--- config.mk ---
export PLATFORM = sky130hd
export DESIGN_NAME = divider_control
export DESIGN_NICKNAME = d
export VERILOG_FILES = /design/src/rtl/divider_pkg.sv /design/src/rtl/divider_control.sv
export SDC_FILE = /design/constraint.sdc
export NUM_CORES = 1
export LEC_CHECK = 0
export ABC_AREA = 1
export CORE_AREA = 2 2 39 41
export DETAILED_ROUTE_END_ITERATION = 10
export DIE_AREA = 0 0 41 43
export PLACE_DENSITY = 0.87
export REMOVE_ABC_BUFFERS = 1
export SLEW_MARGIN = 20
export SYNTH_ARGS = -nofsm -noshare
export SYNTH_HDL_FRONTEND = slang
export SYNTH_SLANG_ARGS = --single-unit
export TNS_END_PERCENT = 50
--- constraint.sdc ---
create_clock -name clk -period 1.8 [get_ports clk]
set_input_delay 0.45 -clock clk [delete_from_list [all_inputs] [get_ports clk]]
set_output_delay 0.45 -clock clk [all_outputs]
set_load 0.02 [all_outputs]
--- src/rtl/divider_pkg.sv ---
// Shared types for the 4-bit restoring divider: FSM states and control bundle.
// Used by divider_control, divider_datapath and the divider top.
package divider_pkg;

  localparam int N_DEF  = 4;
  localparam int CW_DEF = 2;

  typedef enum logic [2:0] {
    IDLE,
    LOAD,
    SHIFT,
    SUB,
    TEST,
    RESTORE,
    DONE
  } state_t;

  typedef struct packed {
    logic ready;
    logic busy;
    logic done;
    logic go;
    logic shift;
    logic loadd;
    logic add_sub;
    logic loadq0;
  } ctrl_t;

  function automatic ctrl_t decode(input state_t s);
    ctrl_t c;
    c = '0;
    unique case (s)
      IDLE:    c.ready = 1'b1;
      LOAD:    begin c.busy = 1'b1; c.go = 1'b1; end
      SHIFT:   begin c.busy = 1'b1; c.shift = 1'b1; end
      SUB:     begin
        c.busy    = 1'b1;
        c.loadd   = 1'b1;
        c.add_sub = 1'b1;
      end
      TEST:    begin c.busy = 1'b1; c.loadq0 = 1'b1; end
      RESTORE: begin c.busy = 1'b1; c.loadd = 1'b1; end
      DONE:    begin c.busy = 1'b1; c.done = 1'b1; end
      default: c = '0;
    endcase
    return c;
  endfunction

endpackage

--- src/rtl/divider_control.sv ---
// Control FSM for the restoring divider datapath (rem q[8:4], quot q[3:0]).
// Ports: clk/resetn, start/divisor/q_msb in; ready/busy/done/dbz, datapath controls out.
module divider_control
  import divider_pkg::*;
#(
  parameter int N  = N_DEF,
  parameter int CW = CW_DEF
) (
  input  logic       clk,
  input  logic       resetn,
  input  logic       start,
  input  logic [4:0] divisor,
  input  logic       q_msb,
  output logic       ready,
  output logic       busy,
  output logic       done,
  output logic       dbz,
  output logic       go,
  output logic       shift,
  output logic       loadd,
  output logic       add_sub,
  output logic       loadq0,
  output logic       q0
);

  state_t        state;
  state_t        nxt;
  ctrl_t         ctrl;
  logic [CW-1:0] cnt;
  logic          last;

  assign last = (cnt == '0);

  always_comb begin
    nxt = state;
    unique case (state)
      IDLE:    nxt = start ? LOAD : IDLE;
      LOAD:    nxt = SHIFT;
      SHIFT:   nxt = SUB;
      SUB:     nxt = TEST;
      TEST:    nxt = q_msb ? RESTORE
                   : (last ? DONE : SHIFT);
      RESTORE: nxt = last ? DONE : SHIFT;
      DONE:    nxt = IDLE;
      default: nxt = IDLE;
    endcase
  end

  // Outputs are registered alongside the state, from the next state,
  // so they stay glitch-free yet line up with the state they decode.
  always_ff @(posedge clk) begin
    if (!resetn) begin
      state <= IDLE;
      ctrl  <= decode(IDLE);
      cnt   <= '0;
      dbz   <= 1'b0;
    end else begin
      state <= nxt;
      ctrl  <= decode(nxt);
      unique case (state)
        IDLE:    if (start) dbz <= (divisor == 5'd0);
        LOAD:    cnt <= CW'(N - 1);
        TEST:    if (!q_msb && !last) cnt <= cnt - CW'(1);
        RESTORE: if (!last) cnt <= cnt - CW'(1);
        default: ;
      endcase
    end
  end

  assign ready   = ctrl.ready;
  assign busy    = ctrl.busy;
  assign done    = ctrl.done;
  assign go      = ctrl.go;
  assign shift   = ctrl.shift;
  assign loadd   = ctrl.loadd;
  assign add_sub = ctrl.add_sub;
  assign loadq0  = ctrl.loadq0;
  // Sign of the trial subtract decides the quotient bit.
  assign q0      = ctrl.loadq0 & ~q_msb;

endmodule

Word-level counts from Yosys, hierarchy flattened. Index checks and enable logic that the tools add are counted. W data, S select, Z words.

Bitwise gates (word level): 2. Add/subtract/negate cells: 1. Equality and inequality tests: 13. Mux-type cells: 15. Reduce and logical (&&, ||, !) cells: 12.

Operator list (count): $pmux W3 S6 (1); $eq A3 B3 Y1 const B (5); $eq A3 B2 Y1 const B (4); $mux W1 (9); $eq A3 B1 Y1 const B (2); $logic_not A3 Y1 (2); $mux W3 (2); $pmux W2 S3 (1); $reduce_or A6 Y1 (1); $logic_not A5 Y1 (1); $mux W2 (2); $ne A2 B2 Y1 const B (2); $reduce_and A3 Y1 (1); $reduce_bool A3 Y1 (1); $logic_not A1 Y1 (2); $logic_not A2 Y1 (1); $reduce_and A2 Y1 (1); $reduce_or A2 Y1 (1); $sub A2 B1 Y2 const B (1); $and A1 B1 Y1 (1); $logic_and A1 B1 Y1 (1); $not A1 Y1 (1).

Output and inout port bits: 10. Flip-flop bits (word level): 14. Input port bits: 9. Logic and storage cells: 54.

Longest topological paths before layout. Gate-level depths: netlist of the first run.

Depth after elaboration: 7. Gate-level depth with buffers: 9. Mapped depth without buffers: 8.

Least setup slack after synthesis of the first run. OpenSTA, ideal clock, no wires.

Kind: register -> output. From: reg ctrl, in the netlist loadq0. To: out q0. Stages on the path, launching flop included: 3. Data required time: 1350 ps. Path slack: 588 ps. Arrival time: 762 ps. Buffers on the path: 0. Path through: dfxtp_1 inv_1 nor2_1.

Cells in the longest elaborated chain, start to end: 1.

Ends and longest elaborated chain: start, declared (RTL line divider_control.sv:28) `ctrl_t ctrl;`; start signal, assigned (RTL line divider_control.sv:54) `ctrl <= decode(IDLE);`; start signal, assigned (RTL line divider_control.sv:59) `ctrl <= decode(nxt);`; $and A1 B1 Y1 (RTL line divider_control.sv:79) `assign q0 = ctrl.loadq0 & ~q_msb;`; end, declared (RTL line divider_control.sv:23) `output logic q0`.

Every way passes these cells.

Worst setup path in the final report of the first run.
From: in q_msb. To: out q0.

Cells in the longest elaborated chain, start to end: 2.

Ends and longest elaborated chain: start, declared (RTL line divider_control.sv:13) `input logic q_msb,`; $not A1 Y1 (RTL line divider_control.sv:79); $and A1 B1 Y1 (RTL line divider_control.sv:79).

Every way passes these cells.

==> results.py, run 1 <==
metrics = {
    "run_status": {
        "run_status": "finished clean",
    },
    "placement": {
        "dp.final_hpwl_um": 894,
        "place_worst_setup_slack_ps": -236,
        "finalWeightedCongestion": 0.812,
        "input_output_buffers": 18,
        "placement.cell_area_um2": 777,
        "place_inst": 114,
    },
    "detailed_routing": {
        "drt-vias-per-instance": 4.53,
        "avgRoutedWirePerCell_um": 9.64,
        "vias": 535,
        "detailedRoute.firstIterationViolations": 12,
        "route.final.wire_length_um": 1140,
        "drtPass1Iterations": 4,
        "drtAntennaViolNets": 0,
        "drt_drc_violations_left": 0,
    },
    "job": {
        "drv.max_cap_violation_count": 0,
    },
    "synthesis": {
        "synth_fa_ha_area_share_pct": 2.16,
        "synth_largest_area_cell": "sky130_fd_sc_hd__dfxtp_1",
        "netlist_area_um2": 581,
        "synth_compound_area_share_pct": 2.59,
        "synth_top_family_by_area": "simple AND/OR/NAND/NOR gates",
        "synth.yosys.seq_area_share_pct": 48.3,
        "synth_simple_gate_area_share_pct": 36.6,
        "yosysTopAreaCellShare_pct": 48.3,
        "muxShareOfSynthArea_pct": 0,
        "yosys_warnings": 0,
        "netlist-cell-type-count": 15,
        "synthesis.instances": 80,
        "postSynthRegisterBits": 14,
        "synthTopCellsByArea": "sky130_fd_sc_hd__dfxtp_1, sky130_fd_sc_hd__nand2_1, sky130_fd_sc_hd__nor2_1",
        "synth_xor_xnor_area_share_pct": 0,
        "synth.avg_cell_area_um2": 7.26,
    },
    "pwr": {
        "netSwitchingFraction_pct": 29.2,
        "vdd.ir_drop.worst_mv": 0.526,
        "cell_internal_pwr_uw": 545,
        "netSwitchingPower_uw": 225,
        "design_power_total_uw": 770,
        "leakage_dissipation_nw": 0.380,
        "p_per_area_nw_per_um2": 946,
        "power.share.clock_pct": 29.4,
        "combinationalPowerShare_pct": 24.1,
        "power_frac_seq_pct": 46.5,
    },
    "grt": {
        "grt_pass1_wl_um": 1820,
        "grt_util_met1_pct": 17.2,
        "grt_antenna_before_repair": 0,
        "global_route.usage.met2_pct": 25.0,
        "maximum_number_of_pins_on_one_net_before_global_route_repair": 10,
        "global_route.usage.met3_pct": 4.71,
        "vias_in_the_first_global_route": 485,
        "global_route.overflow_total": 0,
        "grtUsageTotal_pct": 15.2,
        "global_route.peak_usage_layer": "met2",
    },
    "clock_network": {
        "clk_root_buffer_cell": "sky130_fd_sc_hd__clkbuf_4",
        "clkTransAtPathRegs_ps": 80,
        "htree_num_levels": 1,
        "tritoncts": "done",
        "cts.hold.buffers_added": 0,
        "clk-insertion-delay-late_ps": 280,
        "tritoncts.num_buffers": 3,
        "cts.path.max_buffers": 2,
        "post_cts.repair.setup_buffers": 0,
        "sinks_on_the_clock_net": 14,
        "cts-resized-gates": 1,
    },
    "floorplanning": {
        "fp-row-count": 14,
        "floorplan.die.width_um": 41,
        "floorplan.initialDensity_pct": 42.0,
        "fp.dieArea_um2": 1760,
        "boundaryPins": 19,
        "dieHeight_um": 43,
        "floorplan.core_area_um2": 1380,
    },
    "setup_path": {
        "worstPathArrival_ps": 1280,
        "critPathCaptureType": "output port",
        "maximum_fanout_along_the_worst_path": 2,
        "worstSetupPathType": "input pin to output port",
        "critical_path_required_ps": 1350,
        "setup.worst_path.start_class": "input pin",
    },
    "layout": {
        "finish.cell_count_without_fillers": 118,
        "finalNetCount": 113,
        "final_core_utilization_pct": 58.8,
        "layout-drive-gt1-share_pct": 12.7,
        "antenna-diode-count": 0,
        "fin_area_um2": 813,
        "areaGrowthSynthToFinish_pct": 40.1,
    },
    "sta": {
        "worst_slack_ps": 71.6,
        "finalCritPeriodShare_pct": 96.0,
        "grt_setup_unrepaired": "no",
        "final.hold.worst_slack_ps": 473,
        "finalMaxSlewViolations": 0,
        "final.min_clock_period_ps": 1730,
        "max_freq_mhz": 579,
        "finalHoldViolations": 0,
        "worst-slew-pin-transition_ps": 275,
        "fin_tns_setup_ps": 0,
        "timing.slew.headroom_pct": 81.6,
        "timing.clock.skew_ps": 3.78,
        "timing.final.setup_violations": 0,
    },
    "min_path": {
        "min-delay-path-class": "register to register",
    },
}
## cells in the mapped netlist, drive strengths merged
| library cell | n |
|---|---|
| inv | 13 |
| buf | 1 |
| nand2 | 20 |
| or2 | 1 |
| nor2 | 17 |
| o21ai | 1 |
| a21oi | 2 |
| dfxtp | 14 |
| nand3 | 8 |
| ha | 1 |
| nor3 | 2 |
## routing by layer
metal  vias to the layer above  wire (um)
met5                         -          0
met2                        19        539
met4                         0         23
li1                        286          -
met3                         3         96
met1                       227        478
## cells in the final DEF (no fill, tap or decap), drive strengths merged
cell type	Yosys	layout
clkdlybuf4s15	0	1
o21ai	1	1
nor3	2	2
buf	1	1
inv	13	13
ha	1	1
nand2	20	20
clkdlybuf4s50	0	17
or2	1	1
a21oi	2	2
nor2	17	17
dfxtp	14	14
clkbuf	0	4
nand3	8	8
## flip-flops by register name, indices dropped and copies added (netlist names)
| name | cells |
|---|---|
| add_sub | 1 |
| busy | 1 |
| cnt | 2 |
| dbz | 1 |
| done | 1 |
| go | 1 |
| loadd | 1 |
| loadq0 | 1 |
| ready | 1 |
| shift | 1 |
| state | 3 |
## worst max-delay path, stage by stage
cell and delay [ps]:
sky130_fd_sc_hd__clkdlybuf4s50_1 420, sky130_fd_sc_hd__nor2_1 100, sky130_fd_sc_hd__clkdlybuf4s15_1 300
## final timing paths
path	startpoint	end	slack, ps	depth (start not counted)
worst min-delay path	dbz	dbz	470	2
worst min register to register	dbz	dbz	470	2
worst max register to register	state[1]	cnt[1]	650	6
worst max-delay path	q_msb	q0	70	3
## power by group through the flow
stage          combinational (mW)  clock, mW  sequential [mW]
6_report                    0.186      0.226            0.358
5_1_grt                     0.206      0.234            0.362
3_3_place_gp                0.177          0            0.364
3_5_place_dp                0.185          0            0.365
4_1_cts                     0.187      0.226            0.357
2_1_floorplan              0.0899          0            0.385
## cell families after synthesis
group	after synthesis
buffers and inverters	14
AND/OR/NAND/NOR	48
flip-flops	14
adder cells (fa/ha/maj)	1
AO/OA/AOI/OAI	3
## cell type report
type / count / area, um2
clock buffer: 4 / 36.3
fill: 131 / 571
inverter: 13 / 48.8
multi-input combinational: 52 / 240
sequential: 14 / 280
tap: 16 / 20.0
timing repair buffer: 19 / 188
Note: power is estimated with default switching activity, not from simulation.
==> run 2: changes to the inputs <==
--- a/config.mk
+++ b/config.mk
@@ -15,4 +15,4 @@
 export SYNTH_ARGS = -nofsm -noshare
 export SYNTH_HDL_FRONTEND = slang
 export SYNTH_SLANG_ARGS = --single-unit
-export TNS_END_PERCENT = 50
+export TNS_END_PERCENT = 10
==> results of run 2 <==
The final DEF is identical to that of run 1; final timing and power are the same.
